### src/rtl/rvvi_pkg.sv
// Purpose: shared constants, FSM state type and default command headers for the rvvi command decoder.
// Latency: n/a (types, constants and a combinational helper only).
// Backpressure: n/a.
package rvvi_pkg;

  localparam int RVVI_HDR_WORDS = 5;
  localparam int RVVI_HDR_BITS  = 160;

  typedef enum logic [1:0] {
    HDR,
    PAY,
    DRAIN
  } rvvi_state_t;

  // Default 20-byte command headers; beat k carries bits [32k+31:32k].
  localparam logic [RVVI_HDR_BITS-1:0] RVVI_HDR_TRIGGER  = "rvvi-ila-trigger-cmd";
  localparam logic [RVVI_HDR_BITS-1:0] RVVI_HDR_SLOWDOWN = "rvvi-slowdown-req---";
  localparam logic [RVVI_HDR_BITS-1:0] RVVI_HDR_RATESET  =
    160'h6e69_6574_6172_005c_8f54_0000_1654_4502_1111_6843;

  // Selects header word idx (0..4) from a 160-bit header string.
  function automatic logic [31:0] rvvi_hdr_word(input logic [RVVI_HDR_BITS-1:0] str,
                                                input logic [2:0]               idx);
    logic [31:0] w;
    w = '0;
    for (int k = 0; k < RVVI_HDR_WORDS; k++) begin
      if (idx == 3'(k)) w = str[32*k +: 32];
    end
    return w;
  endfunction

endpackage

### src/rtl/rvvi_cmd_match.sv
// Purpose: per-command header matcher, AND-accumulating word equality across header beats.
// Latency: match is combinational for the current beat; the running result is registered per beat.
// Backpressure: none; consumes every header beat presented with beat_en.
module rvvi_cmd_match
  import rvvi_pkg::*;
(
  input  logic                     clk,
  input  logic                     reset,
  input  logic [RVVI_HDR_BITS-1:0] cmp_str,
  input  logic [2:0]               beat_idx,
  input  logic [31:0]              beat,
  input  logic                     beat_en,
  input  logic                     beat_full,
  output logic                     match
);

  logic acc_q;

  // Beat 0 restarts the accumulation; a partial-strobe beat kills the match.
  always_comb begin
    match = ((beat_idx == 3'd0) || acc_q) && beat_full &&
            (beat == rvvi_hdr_word(cmp_str, beat_idx));
  end

  // Sticky match bit carried from beat to beat of the header.
  always_ff @(posedge clk) begin
    if (reset)        acc_q <= 1'b0;
    else if (beat_en) acc_q <= match;
  end

endmodule

### src/rtl/rvvi_cmddec.sv
// Purpose: parallel host-command decoder on the rx AXI-stream; optional sequence check via RVVI_CMD_SEQCHK_EN.
// Latency: CmdPulse/CmdPayload update in the cycle after the accepted tlast beat.
// Backpressure: none; always ready, beats with RvviAxiRvalid=0 are ignored.
module rvvi_cmddec
  import rvvi_pkg::*;
#(
  parameter int          NUM_CMDS      = 3,
  parameter int          PAYLOAD_WORDS = 1,
  parameter logic [31:0] RESET_PAYLOAD = 32'd2
) (
  input  logic                                clk,
  input  logic                                reset,
  input  logic [NUM_CMDS*RVVI_HDR_BITS-1:0]   CompareStrings,
  input  logic [31:0]                         RvviAxiRdata,
  input  logic [3:0]                          RvviAxiRstrb,
  input  logic                                RvviAxiRvalid,
  input  logic                                RvviAxiRlast,
  output logic [NUM_CMDS-1:0]                 CmdPulse,
  output logic [NUM_CMDS*PAYLOAD_WORDS*32-1:0] CmdPayload,
  output logic [NUM_CMDS-1:0]                 CmdSeen,
  output logic [15:0]                         ErrCount
`ifdef RVVI_CMD_SEQCHK_EN
  ,
  output logic [15:0]                         SeqErrCount
`endif
);

  localparam logic [1:0] PAY_LAST = 2'(PAYLOAD_WORDS - 1);

  rvvi_state_t                    state_q, state_d;
  logic [2:0]                     beat_q, beat_d;
  logic [1:0]                     pay_q, pay_d;
  logic [NUM_CMDS-1:0]            win_q, win_d, win_pick, match;
  logic                           cpend_q, cpend_d;
  logic [PAYLOAD_WORDS-1:0][31:0] shadow_q, shadow_d;
  logic                           hdr_en, beat_full, commit, err_inc, seq_beat;

`ifdef RVVI_CMD_SEQCHK_EN
  logic        seq_pend_q, seq_pend_d, seq_err_inc;
  logic [15:0] exp_seq_q;
  assign seq_beat = seq_pend_q;
`else
  assign seq_beat = 1'b0;
`endif

  assign hdr_en    = RvviAxiRvalid && (state_q == HDR);
  assign beat_full = (RvviAxiRstrb == 4'hF);

  for (genvar i = 0; i < NUM_CMDS; i++) begin : g_match
    rvvi_cmd_match u_match (
      .clk       (clk),
      .reset     (reset),
      .cmp_str   (CompareStrings[i*RVVI_HDR_BITS +: RVVI_HDR_BITS]),
      .beat_idx  (beat_q),
      .beat      (RvviAxiRdata),
      .beat_en   (hdr_en),
      .beat_full (beat_full),
      .match     (match[i])
    );
  end

  // Lowest-index matching command wins when several headers match.
  always_comb begin
    logic found;
    win_pick = '0;
    found    = 1'b0;
    for (int i = 0; i < NUM_CMDS; i++) begin
      if (match[i] && !found) begin
        win_pick[i] = 1'b1;
        found       = 1'b1;
      end
    end
  end

  // Frame walker: header match, optional sequence beat, payload capture, drain to tlast.
  always_comb begin
    state_d  = state_q;
    beat_d   = beat_q;
    pay_d    = pay_q;
    win_d    = win_q;
    cpend_d  = cpend_q;
    shadow_d = shadow_q;
    commit   = 1'b0;
    err_inc  = 1'b0;
`ifdef RVVI_CMD_SEQCHK_EN
    seq_pend_d  = seq_pend_q;
    seq_err_inc = 1'b0;
`endif
    if (RvviAxiRvalid) begin
      case (state_q)
        HDR: begin
          if (RvviAxiRlast) begin
            err_inc = |match;
          end else if (beat_q == 3'd4) begin
            beat_d = 3'd0;
            if (|match) begin
              state_d = PAY;
              win_d   = win_pick;
              pay_d   = 2'd0;
`ifdef RVVI_CMD_SEQCHK_EN
              seq_pend_d = 1'b1;
`endif
            end else begin
              state_d = DRAIN;
            end
          end else begin
            beat_d = beat_q + 3'd1;
          end
        end
        PAY: begin
          if (seq_beat) begin
`ifdef RVVI_CMD_SEQCHK_EN
            if (RvviAxiRdata[15:0] == exp_seq_q) begin
              seq_pend_d = 1'b0;
              err_inc    = RvviAxiRlast;
            end else begin
              seq_err_inc = 1'b1;
              state_d     = DRAIN;
            end
`endif
          end else begin
            for (int w = 0; w < PAYLOAD_WORDS; w++) begin
              if (pay_q == 2'(w)) shadow_d[w] = RvviAxiRdata;
            end
            if (pay_q == PAY_LAST) begin
              if (RvviAxiRlast) begin
                commit = 1'b1;
              end else begin
                state_d = DRAIN;
                cpend_d = 1'b1;
              end
            end else begin
              err_inc = RvviAxiRlast;
              pay_d   = pay_q + 2'd1;
            end
          end
        end
        DRAIN: commit = RvviAxiRlast && cpend_q;
        default: state_d = HDR;
      endcase
      // Any tlast realigns the walker to the next frame's header.
      if (RvviAxiRlast) begin
        state_d = HDR;
        beat_d  = 3'd0;
        cpend_d = 1'b0;
`ifdef RVVI_CMD_SEQCHK_EN
        seq_pend_d = 1'b0;
`endif
      end
    end
  end

  // Walker state registers.
  always_ff @(posedge clk) begin
    if (reset) begin
      state_q  <= HDR;
      beat_q   <= 3'd0;
      pay_q    <= 2'd0;
      win_q    <= '0;
      cpend_q  <= 1'b0;
      shadow_q <= '0;
    end else begin
      state_q  <= state_d;
      beat_q   <= beat_d;
      pay_q    <= pay_d;
      win_q    <= win_d;
      cpend_q  <= cpend_d;
      shadow_q <= shadow_d;
    end
  end

  // Commit stage, independent of the walker so back-to-back frames are not stalled.
  always_ff @(posedge clk) begin
    if (reset) begin
      CmdPulse   <= '0;
      CmdSeen    <= '0;
      CmdPayload <= {(NUM_CMDS*PAYLOAD_WORDS){RESET_PAYLOAD}};
    end else begin
      CmdPulse <= commit ? win_q : '0;
      if (commit) begin
        CmdSeen <= CmdSeen | win_q;
        for (int i = 0; i < NUM_CMDS; i++) begin
          for (int w = 0; w < PAYLOAD_WORDS; w++) begin
            if (win_q[i]) CmdPayload[(i*PAYLOAD_WORDS+w)*32 +: 32] <= shadow_d[w];
          end
        end
      end
    end
  end

  // Saturating short-frame counter.
  always_ff @(posedge clk) begin
    if (reset)                                 ErrCount <= 16'd0;
    else if (err_inc && ErrCount != 16'hFFFF) ErrCount <= ErrCount + 16'd1;
  end

`ifdef RVVI_CMD_SEQCHK_EN
  // Expected sequence advances per commit; mismatches are counted, saturating.
  always_ff @(posedge clk) begin
    if (reset) begin
      exp_seq_q   <= 16'd0;
      SeqErrCount <= 16'd0;
    end else begin
      if (commit) exp_seq_q <= exp_seq_q + 16'd1;
      if (seq_err_inc && SeqErrCount != 16'hFFFF) SeqErrCount <= SeqErrCount + 16'd1;
    end
  end
`endif

endmodule

### config.mk
export PLATFORM = sky130hd
export DESIGN_NAME = rvvi_cmddec
export DESIGN_NICKNAME = d
export VERILOG_FILES = /design/src/rtl/rvvi_pkg.sv /design/src/rtl/rvvi_cmd_match.sv /design/src/rtl/rvvi_cmddec.sv
export SDC_FILE = /design/constraint.sdc
export NUM_CORES = 1
export LEC_CHECK = 0
export ABC_CLOCK_PERIOD_IN_PS = 11400
export CAP_MARGIN = 30
export CORE_AREA = 2 2 247 249
export DETAILED_ROUTE_END_ITERATION = 12
export DIE_AREA = 0 0 249 251
export GPL_ROUTABILITY_DRIVEN = 0
export SLEW_MARGIN = 20
export SYNTH_ARGS = -nofsm -noshare
export SYNTH_HDL_FRONTEND = slang
export SYNTH_SLANG_ARGS = --single-unit
### constraint.sdc
create_clock -name clk -period 11.4 [get_ports clk]
set_input_delay 3.42 -clock clk [delete_from_list [all_inputs] [get_ports clk]]
set_output_delay 3.42 -clock clk [all_outputs]
set_load 0.01 [all_outputs]
==> flow_summary.rst <==
.. list-table::
   :header-rows: 1

   * - Metric
     - Value
   * - Sequential standard cell area
     - 3290 um2
   * - Number of antenna violations at the first check in global routing
     - 21
   * - Number of hold violations in the final report
     - 0
   * - Area of the die
     - 62500 um2
   * - Kind of end point of the critical path
     - register
   * - Mean instance size in the synthesized netlist
     - 7.50 um2
   * - Cell count after synthesis
     - 1613
   * - Final worst path period share
     - 0.626
   * - Switching share of total power
     - 0.312
   * - Class of the most critical setup path
     - in2reg
   * - Unrepaired setup endpoints after global routing
     - no
   * - First-iteration detailed-routing DRC count
     - 1372
   * - Syn nets
     - 2143
   * - Placement Setup Slack
     - 3.89 ns
   * - Required time at the worst-slack endpoint
     - 11.78 ns
   * - Number of nets in the finished design
     - 2668
   * - Global Route Usage Sum
     - 0.252
   * - Post-synth EDFFs
     - 0
   * - Detailed-route via count
     - 15700
   * - Critical Path Start Type
     - input pin
   * - Post-layout min period
     - 7.14 ns
   * - Cell area after synthesis
     - 12100 um2
   * - Post-CTS Setup Repair Bufs
     - 0
   * - Leak pwr
     - 6.77 nW
   * - Floorplan die height
     - 251 um
   * - Final instance count without filler cells
     - 2941
   * - Net switching power
     - 0.520 mW
   * - Cell Rows
     - 90
   * - Clock tree from TritonCTS
     - yes
   * - Main flop type after synthesis
     - dfxtp_1
   * - Drt drc
     - 0
   * - Worst hold-check path type
     - reg2reg
   * - Width of the chip
     - 249 um
   * - Worst rel slew slack
     - 0.298
   * - Run status
     - completed
   * - Final TNS setup
     - 0 ns
   * - Critical Path AT
     - 7.52 ns
   * - Total of flip-flops plus latches after synthesis
     - 164
   * - Ys async rst share
     - 0
   * - Critical-path maximum fanout
     - 5
   * - Initial Util
     - 0.202
   * - Number of max-capacitance violations reported
     - 0
   * - Vias in the first global route
     - 15600
   * - Post-CTS Hold Buffers
     - 0
   * - Placed Instance Area
     - 18900 um2
   * - Maximum clock rate
     - 140 MHz
   * - Final Slew Violations
     - 0
   * - Largest voltage drop on the vdd net
     - 0.0000865 V
   * - Cell with the most instances after synthesis
     - nor2_1
   * - Top Ports
     - 638
   * - Slew of the pin with the lowest slew margin
     - 1.05 ns
   * - Length of the first detailed-routing pass in iterations
     - 7
   * - WL/cell
     - 27.8 um
   * - Number of sinks handled by clock tree synthesis
     - 164
   * - Placeable core region
     - 59800 um2
   * - Top cell types by occurrence after synthesis
     - nor2_1 (191), dfxtp_1 (164), a211oi_1 (111), a21oi_1 (104), nand2_1 (95)
   * - Number of port buffers
     - 637
   * - Largest area contributor in the synthesized netlist
     - dfxtp_1
   * - Post-Route Skew
     - 0.0283 ns
   * - Final HPWL from detailed placement
     - 64000 um
   * - Global-route wire length before repair
     - 114000 um
   * - Number of library cell types mapped by synthesis
     - 77
   * - Share of total power in combinational logic
     - 0.295
   * - Detailed-route wire length
     - 81700 um
   * - Synthesis-to-finish area growth
     - 61.9%
   * - Reg power frac
     - 0.344
   * - Clk pwr share
     - 0.361
   * - Register area share after synthesis
     - 0.271
   * - Top cells by area in the synthesized netlist
     - dfxtp_1 (27%), a211oi_1 (6.9%), nor2_1 (5.9%), a221oi_1 (4.9%), a21oi_1 (4.3%)
   * - Post-synth top area share
     - 0.271
   * - Combined area of the multi-input logic cells
     - 7960 um2
   * - Total number of H-tree levels
     - 4
   * - Largest net degree at the start of global routing
     - 81
   * - Post-cts resize count
     - 0
   * - Final setup slack of the worst path
     - 4.26 ns
   * - Bufs on Longest Clock Path
     - 2
   * - Finish-stage setup viols
     - 0
   * - Number of instances in the placed design
     - 2899
   * - Internal power summed over all cells
     - 1.15 mW
   * - Ratio of cells with drive above 1 in the final layout
     - 0.0391
   * - Final design instance area without fill
     - 19600 um2
   * - Clock Latency Late Sink
     - 0.45 ns
   * - Power density relative to cell area
     - 85.0 nW/um2
   * - Fillcell total
     - 6245
   * - Total clock buffers created by CTS
     - 17
   * - Congestion Overflow GR
     - 0
   * - Clock root cell
     - clkbuf_16
   * - Vias per Instance
     - 5.33
   * - Clock slew at the register clock pins of the worst setup and hold paths
     - 0.08 ns
   * - Residual antenna-violating net count after detailed routing
     - 0
   * - Finished Core Util
     - 0.328
   * - Yosys warnings
     - 0
critical path, cell delays in order:
cell             delay, ns
clkdlybuf4s50_1       0.46
a21oi_1               0.06
a221oi_1              0.69
o21ai_0               0.21
a2111oi_0             0.83
nand4bb_1             0.34
nor4_1                0.45
nand2_1               0.14
and2_1                0.25
or4b_1                0.51
a21oi_1               0.16
final cells by class:
type	count	share of cell area
Clock inverter	15	0.00914
Sequential cell	164	0.168
Inverter	46	0.00882
Tap cell	782	0.0500
Clock buffer	17	0.0217
Timing Repair Buffer	661	0.335
Multi-Input combinational cell	1248	0.406
Antenna cell	8	0.00102
cells by family (layout without fill, tap and decap cells):
family,after synthesis,count (layout),share of synthesized area
mux,28,28,0.0235
xor+xnor,46,46,0.0333
compound gates,552,552,0.322
buf+inv,201,739,0.0774
other cells,0,8,0
fa+ha+maj,10,10,0.0103
flops,164,164,0.271
simple gates,612,612,0.263
per-stage QoR:
| step | hold WS (ns) | power, mW |
|---|---|---|
| after detailed placement | 0.456 | 1.07 |
| after global placement | 0.444 | 1.07 |
| after global routing | 0.490 | 1.73 |
| after floorplan | 0.435 | 0.774 |
| final | 0.469 | 1.67 |
| after CTS | 0.466 | 1.68 |
state kept, by name (all words and copies together), names as in the netlist:
register	count
pay_q	2
CmdSeen	3
CmdPayload	96
ErrCount	16
win_q	3
beat_q	3
CmdPulse	3
g_match.u_match.acc_q	3
cpend_q	1
state_q	2
shadow_q	32
power by group through the flow:
stage                     Sequential, mW  Clock, mW  Combinational [mW]
after floorplan                    0.586          0               0.188
after global placement             0.586          0               0.481
after detailed placement           0.586          0               0.485
after CTS                          0.573      0.618               0.488
after global routing               0.573      0.642               0.517
final                              0.573      0.602               0.491
placed cells by master (no fill, tap or decap), types with 8 or more instances in the layout:
cell type,n
clkdlybuf4s50_1,636
nor2_1,191
dfxtp_1,163
a211oi_1,111
a21oi_1,104
nand2_1,94
o21ai_0,92
nand3_1,75
a221oi_1,67
nand3b_1,51
and3_1,46
inv_1,45
xnor2_1,41
o211ai_1,29
or3_1,27
mux2i_1,25
nor2b_1,24
buf_4,23
nor3_1,19
a31oi_1,18
clkbuf_16,17
a211o_1,16
a21o_1,13
a22o_1,12
nor4_1,12
nand4_1,11
a2111oi_0,11
o211a_1,10
and3b_1,9
or4_1,9
diode_2,8
and4_1,8
metal layers:
metal	wire length [um]	up-vias	GRT usage
li1	-	7126	-
met1	35300	7566	0.325
met2	38000	841	0.424
met3	6460	122	0.0604
met4	1840	16	0.0556
met5	107	-	0
path summary, 6_finish.rpt:
path / start / to / slack (ns) / cells after the start
setup / recovery: CompareStrings[220] / state_q[0] / 4.26 / 11
hold / removal: pay_q[0] / pay_q[0] / 0.47 / 2
setup reg to reg: beat_q[2] / state_q[0] / 5.18 / 14
hold reg to reg: pay_q[0] / pay_q[0] / 0.47 / 2
(Power assumes the default switching activity.)
